[config.mk]
export PLATFORM = sky130hd
export DESIGN_NAME = ctrl_step_sequencer_flat
export DESIGN_NICKNAME = d
export VERILOG_FILES = /design/src/rtl/ctrl_step_sequencer_pkg.sv /design/src/rtl/ctrl_step_sequencer_if.sv /design/src/rtl/ctrl_step_sequencer_mem_wait_timer.sv /design/src/rtl/ctrl_step_sequencer.sv /design/src/flat_wrapper.sv
export SDC_FILE = /design/constraint.sdc
export NUM_CORES = 1
export LEC_CHECK = 0
export BUFFER_PORTS_ARGS = -buffer_cell sky130_fd_sc_hd__buf_4
export CORE_MARGIN = 2
export CORE_UTILIZATION = 40
export CTS_BUF_LIST = sky130_fd_sc_hd__clkbuf_4 sky130_fd_sc_hd__clkbuf_8 sky130_fd_sc_hd__clkbuf_16
export DETAILED_ROUTE_END_ITERATION = 8
export PLACE_DENSITY = 0.66
export SLEW_MARGIN = 20
export SYNTH_ARGS = -nofsm -noshare
export SYNTH_HDL_FRONTEND = slang
export SYNTH_SLANG_ARGS = --single-unit
[constraint.sdc]
create_clock -name Clock -period 2.1 [get_ports Clock]
set_clock_uncertainty 0.15 [all_clocks]
set_input_delay 0 -clock Clock [delete_from_list [all_inputs] [get_ports Clock]]
set_output_delay 0 -clock Clock [all_outputs]
set_load 0.005 [all_outputs]
[src/rtl/ctrl_step_sequencer_pkg.sv]
// Shared constants and state type for the hardwired control-step sequencer.
package cpu_ctrl_pkg;

    localparam logic [4:0] OP_LD   = 5'b00000;
    localparam logic [4:0] OP_LDI  = 5'b00001;
    localparam logic [4:0] OP_ST   = 5'b00010;
    localparam logic [4:0] OP_HALT = 5'b11011;

    localparam logic [4:0] ALU_NOP = 5'b00000;
    localparam logic [4:0] ALU_ADD = 5'b00011;

    localparam logic [3:0] STEP_IDLE = 4'd0;
    localparam logic [3:0] STEP_T0   = 4'd1;
    localparam logic [3:0] STEP_T1   = 4'd2;
    localparam logic [3:0] STEP_T2   = 4'd3;
    localparam logic [3:0] STEP_T3   = 4'd4;
    localparam logic [3:0] STEP_T4   = 4'd5;
    localparam logic [3:0] STEP_T5   = 4'd6;
    localparam logic [3:0] STEP_T6   = 4'd7;
    localparam logic [3:0] STEP_T7   = 4'd8;
    localparam logic [3:0] STEP_HALT = 4'd15;

    // State codes equal the externally visible step numbers.
    typedef enum logic [3:0] {
        ST_IDLE = STEP_IDLE,
        ST_T0   = STEP_T0,
        ST_T1   = STEP_T1,
        ST_T2   = STEP_T2,
        ST_T3   = STEP_T3,
        ST_T4   = STEP_T4,
        ST_T5   = STEP_T5,
        ST_T6   = STEP_T6,
        ST_T7   = STEP_T7,
        ST_HALT = STEP_HALT
    } state_t;

    function automatic logic op_supported(input logic [4:0] op);
        return (op == OP_LD) || (op == OP_LDI) || (op == OP_ST);
    endfunction

endpackage

[src/rtl/ctrl_step_sequencer_if.sv]
// Control bundle between the step sequencer (master) and the CPU datapath (slave).
interface ctrl_step_sequencer_if;

    logic       Run;
    logic       Stop;
    logic [4:0] IR_op;
    logic       Mem_ready;

    logic PCout, IncPC, PCin, MARin, Read, Write, MDRin, MDRout, IRin;
    logic Yin, Zin, Zlowout, Cout, GRA, GRB, Rin, Rout, BAout;

    logic [4:0] operation;
    logic [3:0] step;
    logic       Busy;
    logic       Illegal;
    logic       Mem_err;

    modport master (
        input  Run, Stop, IR_op, Mem_ready,
        output PCout, IncPC, PCin, MARin, Read, Write, MDRin, MDRout, IRin,
               Yin, Zin, Zlowout, Cout, GRA, GRB, Rin, Rout, BAout,
               operation, step, Busy, Illegal, Mem_err
    );

    modport slave (
        output Run, Stop, IR_op, Mem_ready,
        input  PCout, IncPC, PCin, MARin, Read, Write, MDRin, MDRout, IRin,
               Yin, Zin, Zlowout, Cout, GRA, GRB, Rin, Rout, BAout,
               operation, step, Busy, Illegal, Mem_err
    );

endinterface

[src/rtl/ctrl_step_sequencer_mem_wait_timer.sv]
// Counts consecutive not-ready cycles of a memory step and flags the timeout cycle.
module mem_wait_timer #(
    parameter int MEM_TIMEOUT = 15
) (
    input  logic Clock,
    input  logic Reset_n,
    input  logic clear,
    input  logic waiting,
    output logic expired
);

    localparam int CW = $clog2(MEM_TIMEOUT + 1);
    localparam logic [CW-1:0] LAST = CW'(MEM_TIMEOUT - 1);

    logic [CW-1:0] cnt;

    // cnt holds the low cycles already seen, so the current low cycle is the
    // MEM_TIMEOUT-th one when cnt == MEM_TIMEOUT-1.
    always_ff @(posedge Clock or negedge Reset_n) begin
        if (!Reset_n)                     cnt <= '0;
        else if (clear)                   cnt <= '0;
        else if (waiting && cnt != LAST)  cnt <= cnt + 1'b1;
    end

    assign expired = waiting && (cnt == LAST);

endmodule

[src/rtl/ctrl_step_sequencer.sv]
// Hardwired T0..T7 control sequencer for fetch and ld/ldi/st, with memory
// handshake timeout, run/stop control and halt/illegal-opcode handling.
module ctrl_step_sequencer
    import cpu_ctrl_pkg::*;
#(
    parameter int         MEM_TIMEOUT = 15,
    parameter logic [4:0] ADD_OP      = ALU_ADD
) (
    input  logic                  Clock,
    input  logic                  Reset_n,
    ctrl_step_sequencer_if.master bus
);

    state_t state;
    state_t end_state;
    logic   illegal_q, mem_err_q;
    logic   is_ld, is_ldi, is_st, legal;
    logic   in_mem, mem_wait, mem_expired, timer_clear;

    assign is_ld  = (bus.IR_op == OP_LD);
    assign is_ldi = (bus.IR_op == OP_LDI);
    assign is_st  = (bus.IR_op == OP_ST);
    assign legal  = op_supported(bus.IR_op);

    assign in_mem = (state == ST_T1) || (state == ST_T6 && is_ld) || (state == ST_T7 && is_st);
    assign mem_wait    = in_mem && !bus.Mem_ready;
    assign timer_clear = !in_mem;

    mem_wait_timer #(.MEM_TIMEOUT(MEM_TIMEOUT)) u_timer (
        .Clock   (Clock),
        .Reset_n (Reset_n),
        .clear   (timer_clear),
        .waiting (mem_wait),
        .expired (mem_expired)
    );

    always_comb end_state = bus.Stop ? ST_IDLE : ST_T0;

    // mem_expired only rises in a memory step with Mem_ready low, so a
    // completing handshake always takes priority over the timeout.
    always_ff @(posedge Clock or negedge Reset_n) begin
        if (!Reset_n) begin
            state     <= ST_IDLE;
            illegal_q <= 1'b0;
            mem_err_q <= 1'b0;
        end else if (mem_expired) begin
            state     <= ST_HALT;
            mem_err_q <= 1'b1;
        end else begin
            case (state)
                ST_IDLE: if (bus.Run && !bus.Stop) state <= ST_T0;
                ST_T0:   state <= ST_T1;
                ST_T1:   if (bus.Mem_ready) state <= ST_T2;
                ST_T2:   state <= ST_T3;
                ST_T3: begin
                    if (legal) begin
                        state <= ST_T4;
                    end else begin
                        state <= ST_HALT;
                        if (bus.IR_op != OP_HALT) illegal_q <= 1'b1;
                    end
                end
                ST_T4:   state <= ST_T5;
                ST_T5:   state <= is_ldi ? end_state : ST_T6;
                ST_T6:   if (!is_ld || bus.Mem_ready) state <= ST_T7;
                ST_T7:   if (is_ld || bus.Mem_ready) state <= end_state;
                ST_HALT: state <= ST_HALT;
                default: state <= ST_IDLE;
            endcase
        end
    end

    always_comb begin
        bus.PCout     = 1'b0;
        bus.IncPC     = 1'b0;
        bus.PCin      = 1'b0;
        bus.MARin     = 1'b0;
        bus.Read      = 1'b0;
        bus.Write     = 1'b0;
        bus.MDRin     = 1'b0;
        bus.MDRout    = 1'b0;
        bus.IRin      = 1'b0;
        bus.Yin       = 1'b0;
        bus.Zin       = 1'b0;
        bus.Zlowout   = 1'b0;
        bus.Cout      = 1'b0;
        bus.GRA       = 1'b0;
        bus.GRB       = 1'b0;
        bus.Rin       = 1'b0;
        bus.Rout      = 1'b0;
        bus.BAout     = 1'b0;
        bus.operation = ALU_NOP;
        case (state)
            ST_T0: begin
                bus.PCout = 1'b1;
                bus.MARin = 1'b1;
                bus.IncPC = 1'b1;
                bus.PCin  = 1'b1;
            end
            ST_T1: begin
                bus.Read  = 1'b1;
                bus.MDRin = 1'b1;
            end
            ST_T2: begin
                bus.MDRout = 1'b1;
                bus.IRin   = 1'b1;
            end
            ST_T3: if (legal) begin
                bus.GRB   = 1'b1;
                bus.BAout = 1'b1;
                bus.Yin   = 1'b1;
            end
            ST_T4: begin
                bus.Cout      = 1'b1;
                bus.Zin       = 1'b1;
                bus.operation = ADD_OP;
            end
            ST_T5: begin
                bus.Zlowout = 1'b1;
                if (is_ldi) begin
                    bus.GRA = 1'b1;
                    bus.Rin = 1'b1;
                end else begin
                    bus.MARin = 1'b1;
                end
            end
            ST_T6: begin
                if (is_ld) begin
                    bus.Read  = 1'b1;
                    bus.MDRin = 1'b1;
                end else if (is_st) begin
                    bus.GRA   = 1'b1;
                    bus.Rout  = 1'b1;
                    bus.MDRin = 1'b1;
                end
            end
            ST_T7: begin
                if (is_ld) begin
                    bus.MDRout = 1'b1;
                    bus.GRA    = 1'b1;
                    bus.Rin    = 1'b1;
                end else if (is_st) begin
                    bus.Write = 1'b1;
                end
            end
            default: ;
        endcase
    end

    assign bus.step    = state;
    assign bus.Busy    = (state != ST_IDLE) && (state != ST_HALT);
    assign bus.Illegal = illegal_q;
    assign bus.Mem_err = mem_err_q;

endmodule

[src/flat_wrapper.sv]
// flat-port wrapper written by rule: the top's interface ports become plain ports
module ctrl_step_sequencer_flat import cpu_ctrl_pkg::*;
#(
    parameter int         MEM_TIMEOUT = 15,
    parameter logic [4:0] ADD_OP      = ALU_ADD
)
  (Clock, Reset_n, bus_Run, bus_Stop, bus_IR_op, bus_Mem_ready, bus_PCout, bus_IncPC, bus_PCin, bus_MARin, bus_Read, bus_Write, bus_MDRin, bus_MDRout, bus_IRin, bus_Yin, bus_Zin, bus_Zlowout, bus_Cout, bus_GRA, bus_GRB, bus_Rin, bus_Rout, bus_BAout, bus_operation, bus_step, bus_Busy, bus_Illegal, bus_Mem_err);
  ctrl_step_sequencer_if bus_i ();
  input  logic Clock;
  input  logic Reset_n;
  input wire logic [$bits(bus_i.Run)-1:0] bus_Run;
  input wire logic [$bits(bus_i.Stop)-1:0] bus_Stop;
  input wire logic [$bits(bus_i.IR_op)-1:0] bus_IR_op;
  input wire logic [$bits(bus_i.Mem_ready)-1:0] bus_Mem_ready;
  output wire logic [$bits(bus_i.PCout)-1:0] bus_PCout;
  output wire logic [$bits(bus_i.IncPC)-1:0] bus_IncPC;
  output wire logic [$bits(bus_i.PCin)-1:0] bus_PCin;
  output wire logic [$bits(bus_i.MARin)-1:0] bus_MARin;
  output wire logic [$bits(bus_i.Read)-1:0] bus_Read;
  output wire logic [$bits(bus_i.Write)-1:0] bus_Write;
  output wire logic [$bits(bus_i.MDRin)-1:0] bus_MDRin;
  output wire logic [$bits(bus_i.MDRout)-1:0] bus_MDRout;
  output wire logic [$bits(bus_i.IRin)-1:0] bus_IRin;
  output wire logic [$bits(bus_i.Yin)-1:0] bus_Yin;
  output wire logic [$bits(bus_i.Zin)-1:0] bus_Zin;
  output wire logic [$bits(bus_i.Zlowout)-1:0] bus_Zlowout;
  output wire logic [$bits(bus_i.Cout)-1:0] bus_Cout;
  output wire logic [$bits(bus_i.GRA)-1:0] bus_GRA;
  output wire logic [$bits(bus_i.GRB)-1:0] bus_GRB;
  output wire logic [$bits(bus_i.Rin)-1:0] bus_Rin;
  output wire logic [$bits(bus_i.Rout)-1:0] bus_Rout;
  output wire logic [$bits(bus_i.BAout)-1:0] bus_BAout;
  output wire logic [$bits(bus_i.operation)-1:0] bus_operation;
  output wire logic [$bits(bus_i.step)-1:0] bus_step;
  output wire logic [$bits(bus_i.Busy)-1:0] bus_Busy;
  output wire logic [$bits(bus_i.Illegal)-1:0] bus_Illegal;
  output wire logic [$bits(bus_i.Mem_err)-1:0] bus_Mem_err;
  assign bus_i.Run = bus_Run;
  assign bus_i.Stop = bus_Stop;
  assign bus_i.IR_op = bus_IR_op;
  assign bus_i.Mem_ready = bus_Mem_ready;
  assign bus_PCout = bus_i.PCout;
  assign bus_IncPC = bus_i.IncPC;
  assign bus_PCin = bus_i.PCin;
  assign bus_MARin = bus_i.MARin;
  assign bus_Read = bus_i.Read;
  assign bus_Write = bus_i.Write;
  assign bus_MDRin = bus_i.MDRin;
  assign bus_MDRout = bus_i.MDRout;
  assign bus_IRin = bus_i.IRin;
  assign bus_Yin = bus_i.Yin;
  assign bus_Zin = bus_i.Zin;
  assign bus_Zlowout = bus_i.Zlowout;
  assign bus_Cout = bus_i.Cout;
  assign bus_GRA = bus_i.GRA;
  assign bus_GRB = bus_i.GRB;
  assign bus_Rin = bus_i.Rin;
  assign bus_Rout = bus_i.Rout;
  assign bus_BAout = bus_i.BAout;
  assign bus_operation = bus_i.operation;
  assign bus_step = bus_i.step;
  assign bus_Busy = bus_i.Busy;
  assign bus_Illegal = bus_i.Illegal;
  assign bus_Mem_err = bus_i.Mem_err;
  ctrl_step_sequencer #(.MEM_TIMEOUT(MEM_TIMEOUT), .ADD_OP(ADD_OP)) u_core (.Clock(Clock), .Reset_n(Reset_n), .bus(bus_i));
endmodule
==> reports/results.txt <==
Final WS setup: 0.0406 ns
Peak Freq: 486 MHz
synth warn: 0
largest net degree at the start of global routing: 12
post-route ant nets: 0
Cell Chain, Critical Path: or4b_4 -> or3_4 -> o31ai_4 -> or2_1 -> buf_4
Tcrit/Tclk final: 98.1%
crit path DAT: 1.91 ns
Hold WS: 0.0432 ns
core area: 2210 um2
CP Max Fanout: 4
Max Cap Viol: 0
Die Y-Extent: 52.5 um
total CTS buffers: 3
hold path depth: 4
nature of the critical path endpoint: output port
Rows: 17
WL per Instance: 13.1 um
Seq/Total Area, Yosys: 26.6%
Slew Viols, Final: 0
nets: 166
Pwr Density: 1070 nW/um2
drt total wl: 2350 um
Initial Util: 42.5%
initial DRC count: 26
total track usage: 18.2%
n_diodes: 0
synthesized area: 940 um2
reg2reg setup slack: 0.13 ns
first-pass GRT wire length: 3820 um
top post-synthesis cells by area: dfrtp_1 (27%), buf_4 (8.0%), nor2_1 (5.2%), o21ai_0 (3.7%), a21oi_1 (3.2%)
Finish-stage setup viols: 0
WP data required: 1.95 ns
Area Growth Syn to Fin: 34.5%
CTS root buf: clkbuf_4
status: completed
Horiz. Die Dim: 52.5 um
Fill cells: 214
most common cell after layout, fill and taps aside: buf_4
Hold EP: u_core.bus.step[1]$_DFFE_PN0P_
Fin. Hold Viols: 0
Top FF cell, synth: dfrtp_1
die area: 2750 um2
Post-synth ARST share: 100%
clock sinks: 10
post-synthesis cell count: 119
DR pass1 iterations: 4
gr ovfl total: 0
Via Count: 960
syn_area_per_cell: 7.90 um2
hpwl dp: 1790 um
Skew-Pair Late Insertion Delay: 0.27 ns
critical path launch point type: flip-flop
reg2reg start: u_core.bus.step[1]$_DFFE_PN0P_
Design Area, Final: 1260 um2
GP Congestion: 0.838
min-delay worst type: in2reg
Leak: 0.000580 uW
Clock Path Buffers: 2
worst r2r path cells: 4
maximum VDD drop: 0.000684 V
port bufs: 36
hold_sp: bus_IR_op[0]
clock transition at the registers of the reported paths: 0.07 ns
CTS H-tree depth: 1
area share of the largest cell type after synthesis: 26.6%
CTS tree: done
Post-DP Area: 1180 um2
CP Class: reg2out
Synth cell types: 47
highest-count cells in the layout ignoring fill and taps: buf_4 (42), nor2_1 (13), dfrtp_1 (9), o21ai_0 (7)
number of synthesized register bits: 10
count of flip-flops with a built-in enable after synthesis: 0
post-route minimum period: 2.06 ns
Via density: 5.33
capture point of the worst reg-to-reg path: u_core.bus.Mem_err$_DFFE_PN0P_
Worst path slowest cell: or4b_4
DRC Markers: 0
initial antenna violation count: 0
CP peak stage delay: 0.56 ns
Place WS: 0.142 ns
share of layout cells above drive strength 1: 38.2%
io pins: 40
Layout Utilization: 57.1%
vias in the first global route: 875
biggest area consumer among synthesized cells: dfrtp_1
==> flip-flops by register name, indices dropped and copies added (netlist names) <==
| signal | cells |
|---|---|
| u_core.bus.Illegal | 1 |
| u_core.bus.Mem_err | 1 |
| u_core.u_timer.cnt | 4 |
| u_core.bus.step | 4 |
==> through the flow <==
step           power, uW  std cells  TNS [ns]
3_3_place_gp        1180        172         0
2_1_floorplan        845        121         0
4_1_cts             1330        179         0
3_5_place_dp        1190        172         0
5_1_grt             1470        180   -0.0109
6_report            1350        180         0
==> kinds of logic after synthesis <==
| kind of cell | Yosys count | synth area share (%) |
|---|---|---|
| multiplexers | 1 | 1.20 |
| other | 1 | 0.399 |
| buffers and inverters | 24 | 14.0 |
| XOR/XNOR | 2 | 1.86 |
| flip-flops | 10 | 26.6 |
| adder cells (fa/ha/maj) | 2 | 2.66 |
| AND/OR/NAND/NOR | 45 | 26.0 |
| AO/OA/AOI/OAI | 34 | 27.3 |
==> report_power, final <==
part / switching (uW) / internal (uW) / leakage, uW
logic: 461 / 462 / 0.000444
registers: 47.3 / 243 / 0.000122
clock network: 66.8 / 66.3 / 0.0000138
==> per-layer routing <==
metal / vias to the layer above / GRT usage (%) / part of all wire [%]
met5: - / 0 / 0
li1: 482 / - / -
met2: 36 / 30.4 / 48
met3: 5 / 2.00 / 5.9
met1: 437 / 24.7 / 45
met4: 0 / 5.13 / 0.94
==> what timing repair did <==
item,in CTS,in global routing
setup endpoints to repair,0,2
resized for setup,0,3
buffers inserted,0,1
hold buffers,4,0
hold endpoints to repair,17,0
==> worst max path at each step <==
stage	slack [ns]	from	end
floorplan	0.18	u_core.bus.step[3]$_DFFE_PN0P_	u_core.bus.step[0]$_DFFE_PN0P_
global placement	0.20	u_core.bus.step[0]$_DFFE_PN0P_	u_core.bus.step[0]$_DFFE_PN0P_
detailed placement	0.14	u_core.bus.step[1]$_DFFE_PN0P_	u_core.bus.Mem_err$_DFFE_PN0P_
CTS	0.04	u_core.bus.step[1]$_DFFE_PN0P_	bus_GRA
global route	-0.01	u_core.bus.step[1]$_DFFE_PN0P_	bus_GRA
finish	0.04	u_core.bus.step[1]$_DFFE_PN0P_	bus_GRA
==> cells in the mapped netlist, types with 3 or more instances <==
cell	count
o21ai_0	7
nand3_1	4
nor3_1	4
a21oi_1	6
nor2_1	13
nand2_1	6
dfrtp_1	10
buf_4	10
buf_2	3
clkbuf_1	5
inv_1	6
nand2b_1	3
==> final cells by class <==
class	count	area, um2	share of cell area, %
clock buffer	3	22.5	1.78
inverter	6	22.5	1.78
multi-input combinational	87	577	45.6
sequential	10	251	19.9
tap	28	35.0	2.77
timing repair buffer	46	355	28.1
==> critical path, delay by kind of cell, from the launching register on <==
kind,cells,cell delay (ns)
AND/OR/NAND/NOR,3,1.05
buffers and inverters,1,0.10
AO/OA/AOI/OAI,1,0.07
flip-flops,1,0.42
Power figures use the tool's default switching activity.
